`src/rtl/dut_if_pkg.sv`:
```
// Shared types and constants for the dut write/read method interface.
// Latency: n/a (declarations only).
// Backpressure: n/a (declarations only).
package dut_if_pkg;

   localparam int DEF_ADDR_W = 3;
   localparam int DEF_DATA_W = 1;

   localparam logic OP_WRITE = 1'b0;
   localparam logic OP_READ  = 1'b1;

   // Queued command as presented on the command port
   typedef struct packed {
      logic                  op;
      logic [DEF_ADDR_W-1:0] addr;
      logic [DEF_DATA_W-1:0] data;
   } cmd_t;

   // Completed read as returned on the response port
   typedef struct packed {
      logic [DEF_ADDR_W-1:0] addr;
      logic [DEF_DATA_W-1:0] data;
   } rsp_t;

   typedef enum logic [1:0] {
      IDLE = 2'd0,
      WAIT = 2'd1,
      HALT = 2'd2
   } state_t;

endpackage

```
`src/rtl/sync_fifo.sv`:
```
// Single-clock FIFO with registered storage and extra-MSB pointers.
// Latency: a push is visible at out_dat the cycle after it is accepted.
// Backpressure: in_rdy = not full; a push while full is refused even if a pop happens that cycle.
module sync_fifo #(
   parameter int WIDTH = 8,
   parameter int DEPTH = 4
) (
   input  logic                     clk,
   input  logic                     rst,
   input  logic                     in_vld,
   output logic                     in_rdy,
   input  logic [WIDTH-1:0]         in_dat,
   input  logic                     out_rdy,
   output logic [WIDTH-1:0]         out_dat,
   output logic [$clog2(DEPTH):0]   count
);

   localparam int AW = $clog2(DEPTH);

   logic [WIDTH-1:0] mem [DEPTH];
   logic [AW:0]      wr_ptr;
   logic [AW:0]      rd_ptr;
   logic             full;
   logic             empty;
   logic             push;
   logic             pop;

   // Full when the pointers alias to the same slot but differ in the wrap bit
   assign full    = (wr_ptr[AW] != rd_ptr[AW]) && (wr_ptr[AW-1:0] == rd_ptr[AW-1:0]);
   assign empty   = (wr_ptr == rd_ptr);
   assign push    = in_vld && !full;
   assign pop     = out_rdy && !empty;
   assign in_rdy  = !full;
   assign out_dat = mem[rd_ptr[AW-1:0]];
   assign count   = wr_ptr - rd_ptr;

   // Storage and pointers; storage is cleared so the head reads as zero out of reset
   always_ff @(posedge clk or posedge rst) begin
      if (rst) begin
         wr_ptr <= '0;
         rd_ptr <= '0;
         for (int i = 0; i < DEPTH; i++) begin
            mem[i] <= '0;
         end
      end else begin
         if (push) begin
            mem[wr_ptr[AW-1:0]] <= in_dat;
            wr_ptr              <= wr_ptr + 1'b1;
         end
         if (pop) begin
            rd_ptr <= rd_ptr + 1'b1;
         end
      end
   end

endmodule

```
`src/rtl/dut_initiator.sv`:
```
// In-order initiator for the dut write/read methods, with command and response queues.
// Latency: command accepted at edge N can raise its EN in the cycle after N; read data lands in the response queue at the EN edge.
// Backpressure: EN only with the matching RDY; reads also wait for response-queue space; cmd_ready drops when full or halted.
module dut_initiator
   import dut_if_pkg::*;
#(
   parameter int ADDR_W    = DEF_ADDR_W,
   parameter int DATA_W    = DEF_DATA_W,
   parameter int CMD_DEPTH = 4,
   parameter int RSP_DEPTH = 4,
   parameter int TIMEOUT   = 16
) (
   input  logic              CLK,
   input  logic              RST,
   input  logic              cmd_valid,
   output logic              cmd_ready,
   input  logic              cmd_op,
   input  logic [ADDR_W-1:0] cmd_addr,
   input  logic [DATA_W-1:0] cmd_data,
   output logic              rsp_valid,
   input  logic              rsp_ready,
   output logic [ADDR_W-1:0] rsp_addr,
   output logic [DATA_W-1:0] rsp_data,
   output logic [ADDR_W-1:0] write_address,
   output logic [DATA_W-1:0] write_data,
   output logic              write_en,
   input  logic              write_rdy,
   output logic [ADDR_W-1:0] read_address,
   output logic              read_en,
   input  logic [DATA_W-1:0] read_data,
   input  logic              read_rdy,
   output logic              halted,
   output logic [15:0]       issued_cnt
);

   // Entry layouts follow the instance widths rather than the package defaults
   typedef struct packed {
      logic              op;
      logic [ADDR_W-1:0] addr;
      logic [DATA_W-1:0] data;
   } cmd_ent_t;

   typedef struct packed {
      logic [ADDR_W-1:0] addr;
      logic [DATA_W-1:0] data;
   } rsp_ent_t;

   localparam int CCW = $clog2(CMD_DEPTH) + 1;
   localparam int RCW = $clog2(RSP_DEPTH) + 1;
   localparam int WCW = (TIMEOUT > 1) ? $clog2(TIMEOUT + 1) : 1;

   state_t           state;
   logic [WCW-1:0]   wait_cnt;

   cmd_ent_t         cmd_in;
   cmd_ent_t         cmd_head;
   logic             cmd_in_rdy;
   logic             cmd_push;
   logic             cmd_pop;
   logic [CCW-1:0]   cmd_count;

   rsp_ent_t         rsp_in;
   rsp_ent_t         rsp_head;
   logic             rsp_in_rdy;
   logic [RCW-1:0]   rsp_count;

   logic             active;
   logic             timeout_hit;

   assign cmd_in    = '{op: cmd_op, addr: cmd_addr, data: cmd_data};
   assign cmd_ready = cmd_in_rdy && (state != HALT);
   assign cmd_push  = cmd_valid && cmd_ready;

   // WAIT is held exactly while the command queue is non-empty, so it doubles as head-valid
   assign active   = (state == WAIT) && !halted;
   assign write_en = active && (cmd_head.op == OP_WRITE) && write_rdy;
   assign read_en  = active && (cmd_head.op == OP_READ) && read_rdy && rsp_in_rdy;
   assign cmd_pop  = write_en || read_en;

   assign write_address = cmd_head.addr;
   assign write_data    = cmd_head.data;
   assign read_address  = cmd_head.addr;

   assign rsp_in    = '{addr: cmd_head.addr, data: read_data};
   assign rsp_valid = (rsp_count != '0);
   assign rsp_addr  = rsp_head.addr;
   assign rsp_data  = rsp_head.data;

   // Fires on the stalled cycle that would bring the wait count up to TIMEOUT
   assign timeout_hit = (TIMEOUT != 0) && (32'(wait_cnt) == TIMEOUT - 1);

   sync_fifo #(
      .WIDTH ($bits(cmd_ent_t)),
      .DEPTH (CMD_DEPTH)
   ) u_cmd_fifo (
      .clk     (CLK),
      .rst     (RST),
      .in_vld  (cmd_push),
      .in_rdy  (cmd_in_rdy),
      .in_dat  (cmd_in),
      .out_rdy (cmd_pop),
      .out_dat (cmd_head),
      .count   (cmd_count)
   );

   sync_fifo #(
      .WIDTH ($bits(rsp_ent_t)),
      .DEPTH (RSP_DEPTH)
   ) u_rsp_fifo (
      .clk     (CLK),
      .rst     (RST),
      .in_vld  (read_en),
      .in_rdy  (rsp_in_rdy),
      .in_dat  (rsp_in),
      .out_rdy (rsp_ready),
      .out_dat (rsp_head),
      .count   (rsp_count)
   );

   // Issue FSM: tracks queue occupancy, counts stalls toward HALT and completed transactions
   always_ff @(posedge CLK or posedge RST) begin
      if (RST) begin
         state      <= IDLE;
         wait_cnt   <= '0;
         halted     <= 1'b0;
         issued_cnt <= '0;
      end else begin
         if (cmd_pop) begin
            issued_cnt <= issued_cnt + 16'd1;
         end
         case (state)
            IDLE: begin
               wait_cnt <= '0;
               if (cmd_push) begin
                  state <= WAIT;
               end
            end
            WAIT: begin
               if (cmd_pop) begin
                  wait_cnt <= '0;
                  if ((cmd_count == CCW'(1)) && !cmd_push) begin
                     state <= IDLE;
                  end
               end else if (timeout_hit) begin
                  state  <= HALT;
                  halted <= 1'b1;
               end else begin
                  wait_cnt <= wait_cnt + WCW'(1);
               end
            end
            HALT: begin
               halted <= 1'b1;
            end
            default: begin
               state <= IDLE;
            end
         endcase
      end
   end

endmodule

```
`config.mk`:
```
export PLATFORM = sky130hd
export DESIGN_NAME = dut_initiator
export DESIGN_NICKNAME = d
export VERILOG_FILES = /design/src/rtl/dut_if_pkg.sv /design/src/rtl/sync_fifo.sv /design/src/rtl/dut_initiator.sv
export SDC_FILE = /design/constraint.sdc
export NUM_CORES = 1
export LEC_CHECK = 0
export CAP_MARGIN = 5
export CORE_UTILIZATION = 30
export DETAILED_ROUTE_END_ITERATION = 16
export GPL_TIMING_DRIVEN = 0
export RECOVER_POWER = 50
export SYNTH_ARGS = -nofsm -noshare
export SYNTH_HDL_FRONTEND = slang
export SYNTH_SLANG_ARGS = --single-unit
```
`constraint.sdc`:
```
create_clock -name CLK -period 3.2 [get_ports CLK]
set_input_delay 0.64 -clock CLK [delete_from_list [all_inputs] [get_ports CLK]]
set_output_delay 0.64 -clock CLK [all_outputs]
set_load 0.03 [all_outputs]
```
==> flow_summary.yaml <==
outcome:
  status: "finished with violations"
  violations: "design-rule violations"
timing:
  skew_ns: 0.00711
  slew_viol_final: 0
  fmax_mhz: 327
  whs_ns: 0.473
  setup_slack_ns: 0.143
  fin_setup_tns_ns: 0
  fin_crit_sh_pct: 95.5
  maxSlewHeadroom_pct: 1.61
  finalCriticalPeriod_ns: 3.06
  worstMarginPinSlew_ns: 1.48
  finalSetupViolations: 0
  grt_setup_unrepaired: "no"
  hold_viol_final: 0
floorplan:
  core_area_um2: 11600
  rows: 39
  fp.dieH_um: 112
  io_pins: 44
  die_x_um: 112
  die_area_um2: 12500
  initial_core_util_pct: 31.2
pwr:
  p_leak_nw: 1.97
  ir_drop_mv: 0.327
  p_per_area_nw_per_um2: 1140
  combPwrFrac_pct: 48.8
  clkPwrFrac_pct: 20.6
  swShare_pct: 38.1
  intPower_mw: 3.19
  sequentialPowerShare_pct: 30.6
  p_sw_mw: 1.96
placed_design:
  hpwl_um: 4920
  pre_cts_ws_ns: 0.0145
  gp_congestion: 0.712
  placed_cells: 460
  io_buffers: 43
  placed_area_um2: 4220
logic_synthesis:
  ys_warn_count: 0
  async_flop_share_pct: 100
  syn_nets: 305
  avgSynthCellArea_um2: 13.2
  synth_edf_count: 0
  netlist_area_um2: 3610
  synth-main-ff-cell: "dfrtp_1"
  syn_inst: 274
  ys_ff_latch: 72
  ys_types: 44
  synth_seq_area_share_pct: 49.9
route:
  ant_nets: 0
  initialDrtViolationCount: 109
  wirelength_um: 6920
  viasPerCell: 4.82
  drc: 1
  num_vias: 2285
  wl_per_cell_um: 14.6
  drtPass1Iterations: 10
cells_and_area:
  n_antenna_cell: 0
  fillers: 1072
  layout.nets: 358
  multiInputGateArea_um2: 1660
  seq_area_um2: 1800
  layout-drive-gt1-share_pct: 25.7
  syn_to_final_growth_pct: 25.5
  fin_cells: 474
  design_area_um2: 4530
worst_setup_path:
  worstPathArrival_ns: 2.42
  required_ns: 2.56
  crit_path_end_kind: "output port"
  worstSetupPathType: "flip-flop to output port"
  worst-path-max-fanout: 10
  start_kind: "flip-flop"
worst_hold_path:
  min_path_type: "flip-flop to flip-flop"
run:
  cap_violations: 0
global_routing:
  overflow: 0
  grt_use_total_pct: 12.4
  grt_pass1_vias: 2340
  antenna_found_initial: 0
  grt_pass1_wl_um: 11900
  grt_start_max_net_pins: 73
clock_tree:
  h-tree-depth: 3
  cts_root_buf: "clkbuf_16"
  cts_tree: "built"
  ctsHoldBuffers: 0
  cts_buffer_depth: 2
  clkSlewWorstSetupHoldPaths_ns: 0.06
  cts_buffers: 9
  clk_latency_ns: 0.33
  cts_sinks: 72
==> metal layers <==
layer / wire length, µm / vias to the layer above / GRT usage [%] / part of all wire, %
li1: - / 1100 / - / -
met1: 3360 / 1147 / 16.2 / 48
met2: 3310 / 31 / 19.2 / 48
met3: 174 / 7 / 3.43 / 2.5
met4: 80 / 0 / 5.41 / 1.2
met5: 0 / - / 0 / 0
==> registers in the layout, indices dropped and copies added (netlist names) <==
register           flops
u_cmd_fifo.rd_ptr      3
u_rsp_fifo.wr_ptr      3
u_rsp_fifo.mem        16
u_cmd_fifo.wr_ptr      3
wait_cnt               5
halted                 1
u_rsp_fifo.rd_ptr      3
u_cmd_fifo.mem        20
issued_cnt            16
state                  2
==> power by group through the flow <==
stage	combinational, mW	clock (mW)	sequential, mW
global placement	2.54	0	1.55
floorplan	1.80	0	1.56
detailed placement	2.58	0	1.57
global route	2.76	1.13	1.63
CTS	2.58	1.09	1.57
finish	2.51	1.06	1.57
==> critical path: stages (launching register included) <==
cell and delay [ns]:
dfrtp_1 0.39, buf_6 0.17, mux4_2 0.56, nand3b_4 0.22, inv_2 0.10, buf_2 0.22, dlygate4sd2_1 0.42
==> cell families (layout without fill, tap and decap cells) <==
group | Yosys count | after routing | synth area share (%)
DFF | 72 | 72 | 49.9
buffers and inverters | 30 | 87 | 4.05
AOI/OAI and AO/OA | 36 | 36 | 8.11
adders and majority gates | 19 | 19 | 7.00
xor gates and xnor gates | 27 | 27 | 6.55
and+or+nand+nor | 41 | 41 | 6.34
muxes | 49 | 49 | 18.1
==> final cells by class <==
cell class	count	share of cell area [%]
clock inverter	6	2.07
tap	143	3.95
clock buffer	9	4.97
multi-input combinational	172	36.6
inverter	19	1.57
sequential	72	39.8
buffer	10	1.57
timing repair buffer	43	9.44
==> cell usage after synthesis, types with 3 or more instances <==
library cell	instances	area [µm²]
ha_1	17	213
o211ai_1	5	37.5
xor2_1	4	35.0
o21ai_0	7	35.0
and3_1	3	18.8
mux2_2	40	450
inv_1	17	63.8
nand2_1	16	60.1
o2111ai_1	10	87.6
buf_2	3	15.0
buf_4	4	30.0
nor2_1	5	18.8
xnor2_1	23	201
mux4_2	9	203
dfrtp_1	72	1800
==> cells in the final DEF, fill, tap and decap left out, drive strengths merged, types with 3 or more instances in the layout <==
cell type and count:
mux4 9, o2111ai 11, buf 9, xnor2 23, o21ai 7, dfrtp 72
mux2 40, ha 17, inv 20, clkdlybuf4s50 33, xor2 4, clkbuf 10
dlygate4sd3 8, and3 3, o211ai 5, nor2 6, nand2 16
==> per-stage QoR <==
stage	total power, mW	utilization (%)
finish	5.15	39.2
global route	5.53	39.2
CTS	5.24	39.3
detailed placement	4.16	36.5
global placement	4.09	36.5
floorplan	3.36	-
==> path summary, 6_finish.rpt <==
| check | end | slack, ns | from | cells after the start |
|---|---|---|---|---|
| max | write_en | 0.14 | u_cmd_fifo.rd_ptr[0]$_DFFE_PP0P_ | 6 |
| min | issued_cnt[15]$_DFFE_PP0P_ | 0.47 | issued_cnt[15]$_DFFE_PP0P_ | 1 |
| max in group asynchronous | u_rsp_fifo.rd_ptr[1]$_DFFE_PP0P_ | 1.01 | RST | 2 |
| min reg2reg | issued_cnt[15]$_DFFE_PP0P_ | 0.47 | issued_cnt[15]$_DFFE_PP0P_ | 1 |
| max reg2reg | u_cmd_fifo.mem[0]$_DFFE_PP0P_ | 0.49 | u_cmd_fifo.rd_ptr[1]$_DFFE_PP0P_ | 6 |
| min in group asynchronous | u_cmd_fifo.mem[13]$_DFFE_PP0P_ | 1.19 | RST | 2 |
==> repair_timing <==
action	in CTS	in global routing
endpoints found under the setup margin	2	2
buffers inserted	0	0
resized for setup	3	1
Power figures use the tool's default switching activity.
